## src/rtl/arm_pkg.sv

```systemverilog
// Shared ARM encoding constants and the field tuple used by the instruction encoder.
package arm_pkg;

  localparam logic [1:0] CLASS_DP  = 2'b00;
  localparam logic [1:0] CLASS_MEM = 2'b01;
  localparam logic [1:0] CLASS_BR  = 2'b10;
  localparam logic [1:0] CLASS_ILL = 2'b11;

  localparam logic [3:0] CMD_ADD = 4'b0100;
  localparam logic [3:0] CMD_SUB = 4'b0010;
  localparam logic [3:0] CMD_AND = 4'b0000;
  localparam logic [3:0] CMD_ORR = 4'b1100;
  localparam logic [3:0] CMD_EOR = 4'b0001;

  localparam logic [1:0] OP_DP   = 2'b00;
  localparam logic [1:0] OP_MEM  = 2'b01;
  localparam logic [3:0] OP_BR   = 4'b1010;
  localparam logic [3:0] COND_AL = 4'hE;

  typedef struct packed {
    logic [1:0]  cls;
    logic [3:0]  cond;
    logic [3:0]  cmd;
    logic        s;
    logic        imm;
    logic        load;
    logic [3:0]  rn;
    logic [3:0]  rd;
    logic [11:0] src2;
  } arm_fields_t;

  function automatic logic cmd_supported(input logic [3:0] cmd);
    return (cmd == CMD_ADD) || (cmd == CMD_SUB) || (cmd == CMD_AND) ||
           (cmd == CMD_ORR) || (cmd == CMD_EOR);
  endfunction

endpackage

```

## src/rtl/arm_instr_encoder_if.sv

```systemverilog
// Sequencer-to-encoder bus: base load, field tuple handshake and encoded word handshake.
interface arm_instr_encoder_if #(
  parameter int unsigned ADDR_W = 32
);
  logic              base_ld;
  logic [ADDR_W-1:0] base_addr;
  logic              in_valid;
  logic              in_ready;
  logic [1:0]        in_class;
  logic [3:0]        in_cond;
  logic [3:0]        in_cmd;
  logic              in_s;
  logic              in_imm;
  logic              in_load;
  logic [3:0]        in_rn;
  logic [3:0]        in_rd;
  logic [11:0]       in_src2;
  logic [ADDR_W-1:0] in_target;
  logic              out_valid;
  logic              out_ready;
  logic [31:0]       out_instr;
  logic [ADDR_W-1:0] out_addr;
  logic              out_err;
  logic [15:0]       count;

  modport master (
    output base_ld, base_addr, in_valid, in_class, in_cond, in_cmd, in_s, in_imm,
           in_load, in_rn, in_rd, in_src2, in_target, out_ready,
    input  in_ready, out_valid, out_instr, out_addr, out_err, count
  );

  modport slave (
    input  base_ld, base_addr, in_valid, in_class, in_cond, in_cmd, in_s, in_imm,
           in_load, in_rn, in_rd, in_src2, in_target, out_ready,
    output in_ready, out_valid, out_instr, out_addr, out_err, count
  );
endinterface

```

## src/rtl/arm_instr_encoder_field_pack.sv

```systemverilog
// Combinational field packer: field tuple + current PC -> 32-bit ARM word.
// Optional ARM_ENCODE_CHECK_EN flags unencodable tuples and zeroes their word.
module arm_field_pack
  import arm_pkg::*;
#(
  parameter int unsigned ADDR_W = 32
) (
  input  arm_fields_t       fields,
  input  logic [ADDR_W-1:0] target,
  input  logic [ADDR_W-1:0] pc,
  output logic [31:0]       instr_c,
  output logic              err_c
);

  logic [ADDR_W-1:0] diff_c;
  logic [ADDR_W-1:0] off_c;

  // PC reads two words ahead of the branch itself.
  always_comb begin
    diff_c = target - (pc + ADDR_W'(8));
    off_c  = ADDR_W'($signed(diff_c) >>> 2);
  end

`ifdef ARM_ENCODE_CHECK_EN
  logic [ADDR_W-24:0] off_hi_c;
  logic               off_ok_c;

  always_comb begin
    off_hi_c = off_c[ADDR_W-1:23];
    off_ok_c = (&off_hi_c) | ~(|off_hi_c);
  end
`else
  logic unused_off_hi;
  assign unused_off_hi = ^off_c[ADDR_W-1:24];
`endif

  always_comb begin
    instr_c = '0;
    err_c   = 1'b0;
    case (fields.cls)
      CLASS_DP:  instr_c = {fields.cond, OP_DP, fields.imm, fields.cmd, fields.s,
                            fields.rn, fields.rd, fields.src2};
      CLASS_MEM: instr_c = {fields.cond, OP_MEM, ~fields.imm, 1'b1, 1'b1, 1'b0, 1'b0,
                            fields.load, fields.rn, fields.rd, fields.src2};
      CLASS_BR:  instr_c = {fields.cond, OP_BR, off_c[23:0]};
      default:   instr_c = {fields.cond, fields.cls, fields.imm, fields.cmd, fields.s,
                            fields.rn, fields.rd, fields.src2};
    endcase
`ifdef ARM_ENCODE_CHECK_EN
    err_c = (fields.cls == CLASS_ILL) ||
            ((fields.cls == CLASS_DP) && !cmd_supported(fields.cmd)) ||
            ((fields.cls == CLASS_BR) && ((target[1:0] != 2'b00) || !off_ok_c));
    if (err_c) instr_c = '0;
`endif
  end

endmodule

```

## src/rtl/arm_instr_encoder.sv

```systemverilog
// ARM instruction encoder: tracks the write PC and registers one encoded word with valid/ready.
// Build option ARM_ENCODE_CHECK_EN enables encoding error detection on out_err.
module arm_instr_encoder
  import arm_pkg::*;
#(
  parameter int unsigned         ADDR_W     = 32,
  parameter logic [ADDR_W-1:0]   BASE_RESET = '0
) (
  input  logic                clk,
  input  logic                reset,
  arm_instr_encoder_if.slave  bus
);

  logic              out_valid_q;
  logic [31:0]       out_instr_q;
  logic [ADDR_W-1:0] out_addr_q;
  logic              out_err_q;
  logic [15:0]       count_q;
  logic [ADDR_W-1:0] pc_q;

  arm_fields_t fields_c;
  logic [31:0] instr_c;
  logic        err_c;
  logic        in_ready_c;
  logic        accept_c;
  logic        emit_c;

  always_comb begin
    fields_c = '{cls: bus.in_class, cond: bus.in_cond, cmd: bus.in_cmd, s: bus.in_s,
                 imm: bus.in_imm, load: bus.in_load, rn: bus.in_rn, rd: bus.in_rd,
                 src2: bus.in_src2};
    in_ready_c = ~bus.base_ld & (~out_valid_q | bus.out_ready);
    accept_c   = bus.in_valid & in_ready_c;
    emit_c     = out_valid_q & bus.out_ready;
  end

  arm_field_pack #(.ADDR_W(ADDR_W)) u_pack (
    .fields  (fields_c),
    .target  (bus.in_target),
    .pc      (pc_q),
    .instr_c (instr_c),
    .err_c   (err_c)
  );

  // Output stage, PC and emitted-word counter; base_ld resets the count but keeps a pending word.
  always_ff @(posedge clk or negedge reset) begin
    if (!reset) begin
      out_valid_q <= 1'b0;
      out_instr_q <= '0;
      out_addr_q  <= '0;
      out_err_q   <= 1'b0;
      count_q     <= '0;
      pc_q        <= BASE_RESET;
    end else begin
      if (bus.base_ld) begin
        pc_q    <= bus.base_addr & ~ADDR_W'(3);
        count_q <= '0;
      end else if (emit_c) begin
        count_q <= count_q + 16'd1;
      end
      if (accept_c) begin
        out_valid_q <= 1'b1;
        out_instr_q <= instr_c;
        out_addr_q  <= pc_q;
        out_err_q   <= err_c;
        pc_q        <= pc_q + ADDR_W'(4);
      end else if (bus.out_ready) begin
        out_valid_q <= 1'b0;
      end
    end
  end

  assign bus.in_ready  = in_ready_c;
  assign bus.out_valid = out_valid_q;
  assign bus.out_instr = out_instr_q;
  assign bus.out_addr  = out_addr_q;
  assign bus.out_err   = out_err_q;
  assign bus.count     = count_q;

endmodule
```

## src/flat_wrapper.sv

```systemverilog
// flat-port wrapper written by rule: the top's interface ports become plain ports
module arm_instr_encoder_flat import arm_pkg::*;
#(
  parameter int unsigned         ADDR_W     = 32,
  parameter logic [ADDR_W-1:0]   BASE_RESET = '0
)
  (clk, reset, bus_base_ld, bus_base_addr, bus_in_valid, bus_in_class, bus_in_cond, bus_in_cmd, bus_in_s, bus_in_imm, bus_in_load, bus_in_rn, bus_in_rd, bus_in_src2, bus_in_target, bus_out_ready, bus_in_ready, bus_out_valid, bus_out_instr, bus_out_addr, bus_out_err, bus_count);
  arm_instr_encoder_if #(.ADDR_W(ADDR_W)) bus_i ();
  input  logic clk;
  input  logic reset;
  input wire logic [$bits(bus_i.base_ld)-1:0] bus_base_ld;
  input wire logic [$bits(bus_i.base_addr)-1:0] bus_base_addr;
  input wire logic [$bits(bus_i.in_valid)-1:0] bus_in_valid;
  input wire logic [$bits(bus_i.in_class)-1:0] bus_in_class;
  input wire logic [$bits(bus_i.in_cond)-1:0] bus_in_cond;
  input wire logic [$bits(bus_i.in_cmd)-1:0] bus_in_cmd;
  input wire logic [$bits(bus_i.in_s)-1:0] bus_in_s;
  input wire logic [$bits(bus_i.in_imm)-1:0] bus_in_imm;
  input wire logic [$bits(bus_i.in_load)-1:0] bus_in_load;
  input wire logic [$bits(bus_i.in_rn)-1:0] bus_in_rn;
  input wire logic [$bits(bus_i.in_rd)-1:0] bus_in_rd;
  input wire logic [$bits(bus_i.in_src2)-1:0] bus_in_src2;
  input wire logic [$bits(bus_i.in_target)-1:0] bus_in_target;
  input wire logic [$bits(bus_i.out_ready)-1:0] bus_out_ready;
  output wire logic [$bits(bus_i.in_ready)-1:0] bus_in_ready;
  output wire logic [$bits(bus_i.out_valid)-1:0] bus_out_valid;
  output wire logic [$bits(bus_i.out_instr)-1:0] bus_out_instr;
  output wire logic [$bits(bus_i.out_addr)-1:0] bus_out_addr;
  output wire logic [$bits(bus_i.out_err)-1:0] bus_out_err;
  output wire logic [$bits(bus_i.count)-1:0] bus_count;
  assign bus_i.base_ld = bus_base_ld;
  assign bus_i.base_addr = bus_base_addr;
  assign bus_i.in_valid = bus_in_valid;
  assign bus_i.in_class = bus_in_class;
  assign bus_i.in_cond = bus_in_cond;
  assign bus_i.in_cmd = bus_in_cmd;
  assign bus_i.in_s = bus_in_s;
  assign bus_i.in_imm = bus_in_imm;
  assign bus_i.in_load = bus_in_load;
  assign bus_i.in_rn = bus_in_rn;
  assign bus_i.in_rd = bus_in_rd;
  assign bus_i.in_src2 = bus_in_src2;
  assign bus_i.in_target = bus_in_target;
  assign bus_i.out_ready = bus_out_ready;
  assign bus_in_ready = bus_i.in_ready;
  assign bus_out_valid = bus_i.out_valid;
  assign bus_out_instr = bus_i.out_instr;
  assign bus_out_addr = bus_i.out_addr;
  assign bus_out_err = bus_i.out_err;
  assign bus_count = bus_i.count;
  arm_instr_encoder #(.ADDR_W(ADDR_W), .BASE_RESET(BASE_RESET)) u_core (.clk(clk), .reset(reset), .bus(bus_i));
endmodule
```

## config.mk

```make
export PLATFORM = sky130hd
export DESIGN_NAME = arm_instr_encoder_flat
export DESIGN_NICKNAME = d
export VERILOG_FILES = /design/src/rtl/arm_pkg.sv /design/src/rtl/arm_instr_encoder_if.sv /design/src/rtl/arm_instr_encoder_field_pack.sv /design/src/rtl/arm_instr_encoder.sv /design/src/flat_wrapper.sv
export SDC_FILE = /design/constraint.sdc
export NUM_CORES = 1
export LEC_CHECK = 0
export BUFFER_PORTS_ARGS = -buffer_cell sky130_fd_sc_hd__buf_2
export CAP_MARGIN = 20
export CORE_MARGIN = 2
export CORE_UTILIZATION = 45
export CTS_CLUSTER_SIZE = 28
export DETAILED_ROUTE_END_ITERATION = 8
export PLACE_DENSITY = 0.7
export SLEW_MARGIN = 25
export SYNTH_ARGS = -nofsm -noshare
export SYNTH_HDL_FRONTEND = slang
export SYNTH_HIERARCHICAL = 1
export SYNTH_SLANG_ARGS = --single-unit
```

## constraint.sdc

```tcl
create_clock -name clk -period 7.45 [get_ports clk]
set_input_delay 0.3725 -clock clk [delete_from_list [all_inputs] [get_ports clk]]
set_output_delay 0.3725 -clock clk [all_outputs]
set_load 0.1 [all_outputs]
```

# Word-level counts from Yosys, hierarchy flattened
# Index checks and enable logic that the tools add are counted.
[classes]
n_addsub = 4
eq_ne = 2
n_mux = 7
bitwise_logic = 7
n_reduce_logical = 4
[ops]
columns = ["operator", "count"]
rows = [
  ["$pmux W28 S3", 1],
  ["$mux W32", 2],
  ["$add A32 B3 Y32 const B", 1],
  ["$mux W16", 2],
  ["$add A26 B4 Y26 const B", 1],
  ["$sub A26 B26 Y26", 1],
  ["$add A16 B1 Y16 const B", 1],
  ["$reduce_bool A2 Y1", 3],
  ["$and A1 B1 Y1", 3],
  ["$not A1 Y1", 3],
  ["$eq A2 B1 Y1 const B", 1],
  ["$eq A2 B2 Y1 const B", 1],
  ["$logic_not A2 Y1", 1],
  ["$mux W1", 2],
  ["$or A1 B1 Y1", 1],
]
[word_totals]
register_bits = 113
inputBits = 102
out_inout_bits = 83
word_cells = 29

# Logic depth before layout (Yosys ltp)
[logic_depth]
ltp_word = 5
depth_mapped = 13
mapped_depth_nobuf = 12

# By module
# The synthesis kept the hierarchy.
[by_module_without_submodules]
columns = ["mod", "n_inst", "cells_per_inst", "area_per_inst_um2", "seq_area_each_um2"]
rows = [
  ["arm_instr_encoder", 1, 404, 4813.4, 2752.6],
  ["arm_field_pack", 1, 354, 2234.6, 0.0],
]

# Worst setup path after synthesis
# Ideal clock, no wire load.
[synth_path]
path_type = "register -> output"
start = "register u_core.out_valid_q, in the netlist u_core/bus.out_valid"
end = "output bus_in_ready"
arrival_time_ns = 2.430
required_time_ns = 7.078
setup_slack_ns = 4.647
path_stages_with_launch = 4
n_path_buf = 1
cell_sequence = "dfrtp_1 -> nor2b_1 -> buf_6 -> nor2_1"
[synth_between]
elab_chain_cells = 3
[synth_lines]
columns = ["item", "line", "text"]
rows = [
  ["start: declaration", "arm_instr_encoder.sv:14", "logic out_valid_q;"],
  ["start signal: assignment", "arm_instr_encoder.sv:48", "out_valid_q <= 1'b0;"],
  ["start signal: assignment", "arm_instr_encoder.sv:62", "out_valid_q <= 1'b1;"],
  ["start signal: assignment", "arm_instr_encoder.sv:68", "out_valid_q <= 1'b0;"],
  ["$not A1 Y1", "arm_instr_encoder.sv:32", "in_ready_c = ~bus.base_ld & (~out_valid_q | bus.out_ready);"],
  ["$or A1 B1 Y1", "arm_instr_encoder.sv:32", ""],
  ["$and A1 B1 Y1", "arm_instr_encoder.sv:32", ""],
  ["end: declaration", "flat_wrapper.sv:25", "output wire logic [$bits(bus_i.in_ready)-1:0] bus_in_ready;"],
]
# Every way passes these cells.

# Worst setup path after layout
[layout_path]
start = "register u_core.pc_q[2]"
end = "register u_core.out_instr_q[19], in the netlist u_core/bus.out_instr[19]"
[layout_between]
elab_chain_cells = 3
[layout_lines]
columns = ["item", "line", "text"]
rows = [
  ["start: declaration", "arm_instr_encoder.sv:19", "logic [ADDR_W-1:0] pc_q;"],
  ["start signal: assignment", "arm_instr_encoder.sv:56", "pc_q <= bus.base_addr & ~ADDR_W'(3);"],
  ["start signal: assignment", "arm_instr_encoder.sv:66", "pc_q <= pc_q + ADDR_W'(4);"],
  ["$add A26 B4 Y26", "arm_instr_encoder_field_pack.sv:20", "diff_c = target - (pc + ADDR_W'(8));"],
  ["$sub A26 B26 Y26", "arm_instr_encoder_field_pack.sv:20", ""],
  ["$pmux W28 S3", "arm_instr_encoder_field_pack.sv:40", "case (fields.cls)"],
  ["named net u_core.instr_c[19]", "arm_instr_encoder.sv:22", "logic [31:0] instr_c;"],
  ["end signal: assignment", "arm_instr_encoder.sv:63", "out_instr_q <= instr_c;"],
  ["end: declaration", "arm_instr_encoder.sv:15", "logic [31:0] out_instr_q;"],
]
# The timed path passes the listed nets, and every way through them passes these cells.
# A chain may end at the register's enable or synchronous reset.

==> flow_metrics.tcl <==
set metrics [dict create \
    dr.first_iter.drc_count 255 \
    finalNetCount 1065 \
    initial_core_util_pct 46.2 \
    tns_ps 0 \
    die-height_um 129 \
    clkSinkCount 110 \
    num_io_pins 185 \
    hold_buffers 0 \
    synth.top_cell.area_share_pct 39.1 \
    totalPowerFinal_mw 2.42 \
    power_per_cell_area_nw_per_um2 290 \
    numCtsBuffers 9 \
    timing.final.setup_violations 0 \
    floorplan.core_area_um2 15300 \
    largest_buffer_count_on_any_clock_path 2 \
    p_leak_nw 4.12 \
    critical_path.max_stage_delay_ps 450 \
    max_capacitance_violation_total 0 \
    post-route-period-util_pct 43.2 \
    synth_enable_flop_cells 0 \
    area_growth_syn_to_layout_pct 18.2 \
    layout-drive-gt1-share_pct 29.0 \
    total_number_of_yosys_warnings 6 \
    synth_ff_type "sky130_fd_sc_hd__dfrtp_1" \
    cp-start-kind "flip-flop" \
    dp_hpwl_mm 12.4 \
    finish.instance_area_um2 8330 \
    rr_startpoint "u_core/pc_q[2]" \
    ys_seq_elements 110 \
    cts_root_buf "sky130_fd_sc_hd__clkbuf_16" \
    tritoncts "yes" \
    synth.yosys.seq_area_share_pct 39.1 \
    report.final.slew_viol_count 0 \
    remaining_design_rule_violation_count 0 \
    num-fill-cells 1452 \
    worst_path_max_delay_cell "sky130_fd_sc_hd__fa_1" \
    critical_path.reg2reg.endpoint "u_core/bus.out_instr[19]" \
    synthesis.area_um2 7050 \
    avgRoutedWirePerCell_um 14.6 \
    track_usage_pct 19.8 \
    netlist-cell-type-count 66 \
    endpoint_type_of_the_worst_setup_path "flip-flop" \
    rrSetupSlack_ps 4230 \
    synthDominantAreaCellType "sky130_fd_sc_hd__dfrtp_1" \
    min_path_type "primary input to async pin" \
    post_route_clock_skew_ps 9.17 \
    drt_first_pass_iters 4 \
    globalRoute.totalOverflow 0 \
    worst_ir_drop_vdd_v 0.000214 \
    maximum_clock_rate_ghz 0.311 \
    yosys-top-cells-area "sky130_fd_sc_hd__dfrtp_1, sky130_fd_sc_hd__mux2_2, sky130_fd_sc_hd__ha_1" \
    min_period_ps 3220 \
    status "finished, final reports clean" \
    hold_violations 0 \
    worstSkewPairLatency_ps 350 \
    via_per_inst 5.20 \
    grt_start_max_net_pins 75 \
    postCtsSetupBuffers 0 \
    gp_routability_congestion 0.881 \
    routed_wl_mm 16.5 \
    clkSlewWorstSetupHoldPaths_ps 70 \
    worst-endpoint-arrival_ps 3450 \
    detailed_place.area_um2 8050 \
    port_buffers 174 \
    num_rows 45 \
    unrepaired_setup_endpoints_after_global_routing "false" \
    die_width_um 129 \
    via_count 5877 \
    criticalPathCategory "flip-flop to flip-flop" \
    initial_antenna_violation_count 1 \
    synth.cells.most_frequent "sky130_fd_sc_hd__dfrtp_1, sky130_fd_sc_hd__nand2_1, sky130_fd_sc_hd__inv_1, sky130_fd_sc_hd__mux2_2, sky130_fd_sc_hd__o21ai_0" \
    antenna_left 0 \
    worstMarginPinSlew_ps 877 \
    fp.dieArea_um2 16700 \
    critical_path_peak_fanout 5 \
    grt_pass1_wl_mm 26.2 \
    syn-mean-instance-area_um2 9.30 \
    h-tree-depth 3 \
    cells_along_the_critical_path "inv_1 > ha_1 > inv_1 > fa_1 > nand2b_1 > a21oi_1 > a21oi_1 > o21ai_1 > a311o_1 > xnor2_1 > o21ai_0 > mux2_2" \
    max-slew-margin-rel_pct 41.5 \
    netlist_instances 758 \
    synth_most_common_cell "sky130_fd_sc_hd__dfrtp_1" \
    worstRegToRegCells 12 \
    synth_async_sr_flop_share_pct 100 \
    cts_repair_resize_count 0 \
    first_global_vias 5357 \
    crit_required_ps 7680 \
]
## worst max-delay path by stage
stage	startpoint	to	depth (start not counted)
2_1_floorplan	u_core/bus.out_valid	bus_in_ready	3
3_3_place_gp	bus_in_target[4]	u_core/bus.out_instr[19]	13
3_5_place_dp	u_core/pc_q[2]	u_core/bus.out_instr[19]	12
4_1_cts	u_core/pc_q[2]	u_core/bus.out_instr[19]	12
5_1_grt	u_core/pc_q[4]	u_core/bus.out_instr[23]	11
6_report	u_core/pc_q[2]	u_core/bus.out_instr[19]	12
## layer usage
layer	vias to the layer above	part of all wire [%]	wire (µm)	GRT usage (%)
li1	2903	-	-	-
met1	2771	46	7620	26.4
met2	189	46	7610	32.8
met3	14	6.7	1100	3.84
met4	0	1.3	212	5.75
met5	-	0	0	0
## cell families (layout without fill, tap and decap cells)
logic type      count (synthesis)  count (layout)  synth area share (%)
flops                         110             110                  39.1
xor+xnor                       58              58                  7.21
buf+inv                       119             276                  7.05
compound gates                140             140                  12.3
other cells                     2               6                 0.107
simple gates                  214             214                  14.9
mux                            64              64                  10.2
fa+ha+maj                      51              51                  9.12
## through the flow
| step | std cells | util (%) | setup slack, ps | hold WS [ps] |
|---|---|---|---|---|
| 2_1_floorplan | 761 | - | 4650 | 76.9 |
| 3_3_place_gp | 1113 | 52.8 | 4320 | 393 |
| 3_5_place_dp | 1113 | 52.8 | 4290 | 399 |
| 4_1_cts | 1129 | 54.6 | 4260 | 16.0 |
| 5_1_grt | 1129 | 54.6 | 4060 | 40.8 |
| 6_report | 1130 | 54.6 | 4230 | 2.62 |
## registers in the layout (all words and copies together), names as in the netlist
name,cells
u_core/bus.count,16
u_core/bus.out_valid,1
u_core/bus.out_instr,32
u_core/bus.out_addr,30
u_core/pc_q,30
u_core/bus.out_err,1
## critical path, delay by kind of cell, from the launching register on
kind                     cells  cell delay (ps)
AO/OA/AOI/OAI                5             1160
adder cells (fa/ha/maj)      2              760
flip-flops                   1              430
multiplexers                 1              270
AND/OR/NAND/NOR              1              180
XOR/XNOR                     1              160
buffers and inverters        2              140
## cells in the final DEF (no fill, tap or decap), drive strengths merged, types with 3 or more instances in the layout
cell	count
buf	179
dfrtp	110
nand2	89
inv	84
mux2	63
o21ai	58
ha	49
xor2	44
nor2	39
a21oi	25
nand3	20
nand4	19
xnor2	14
a21o	10
clkbuf	10
nor3	10
nand2b	8
a31oi	8
and3	7
or3	6
and4	5
conb	5
o21a	5
o31ai	5
a21boi	4
clkinv	3
## area by class of cell
cell class / count / area (µm²) / area share (%)
clock buffers: 10 / 229 / 2.75
well taps: 211 / 264 / 3.17
repair buffers: 179 / 911 / 10.9
multi-input cells: 532 / 3820 / 45.8
inverters: 81 / 304 / 3.65
flip-flops and latches: 110 / 2750 / 33.0
diodes: 1 / 2.50 / 0.0300
clock inverters: 6 / 52.6 / 0.631
## power breakdown
part	total (mW)	internal, mW	switching, mW	leakage, nW
combinational	1.19	0.278	0.913	2.62
clock	0.466	0.233	0.233	0.138
sequential	0.760	0.693	0.0671	1.35
(Power assumes the default switching activity.)
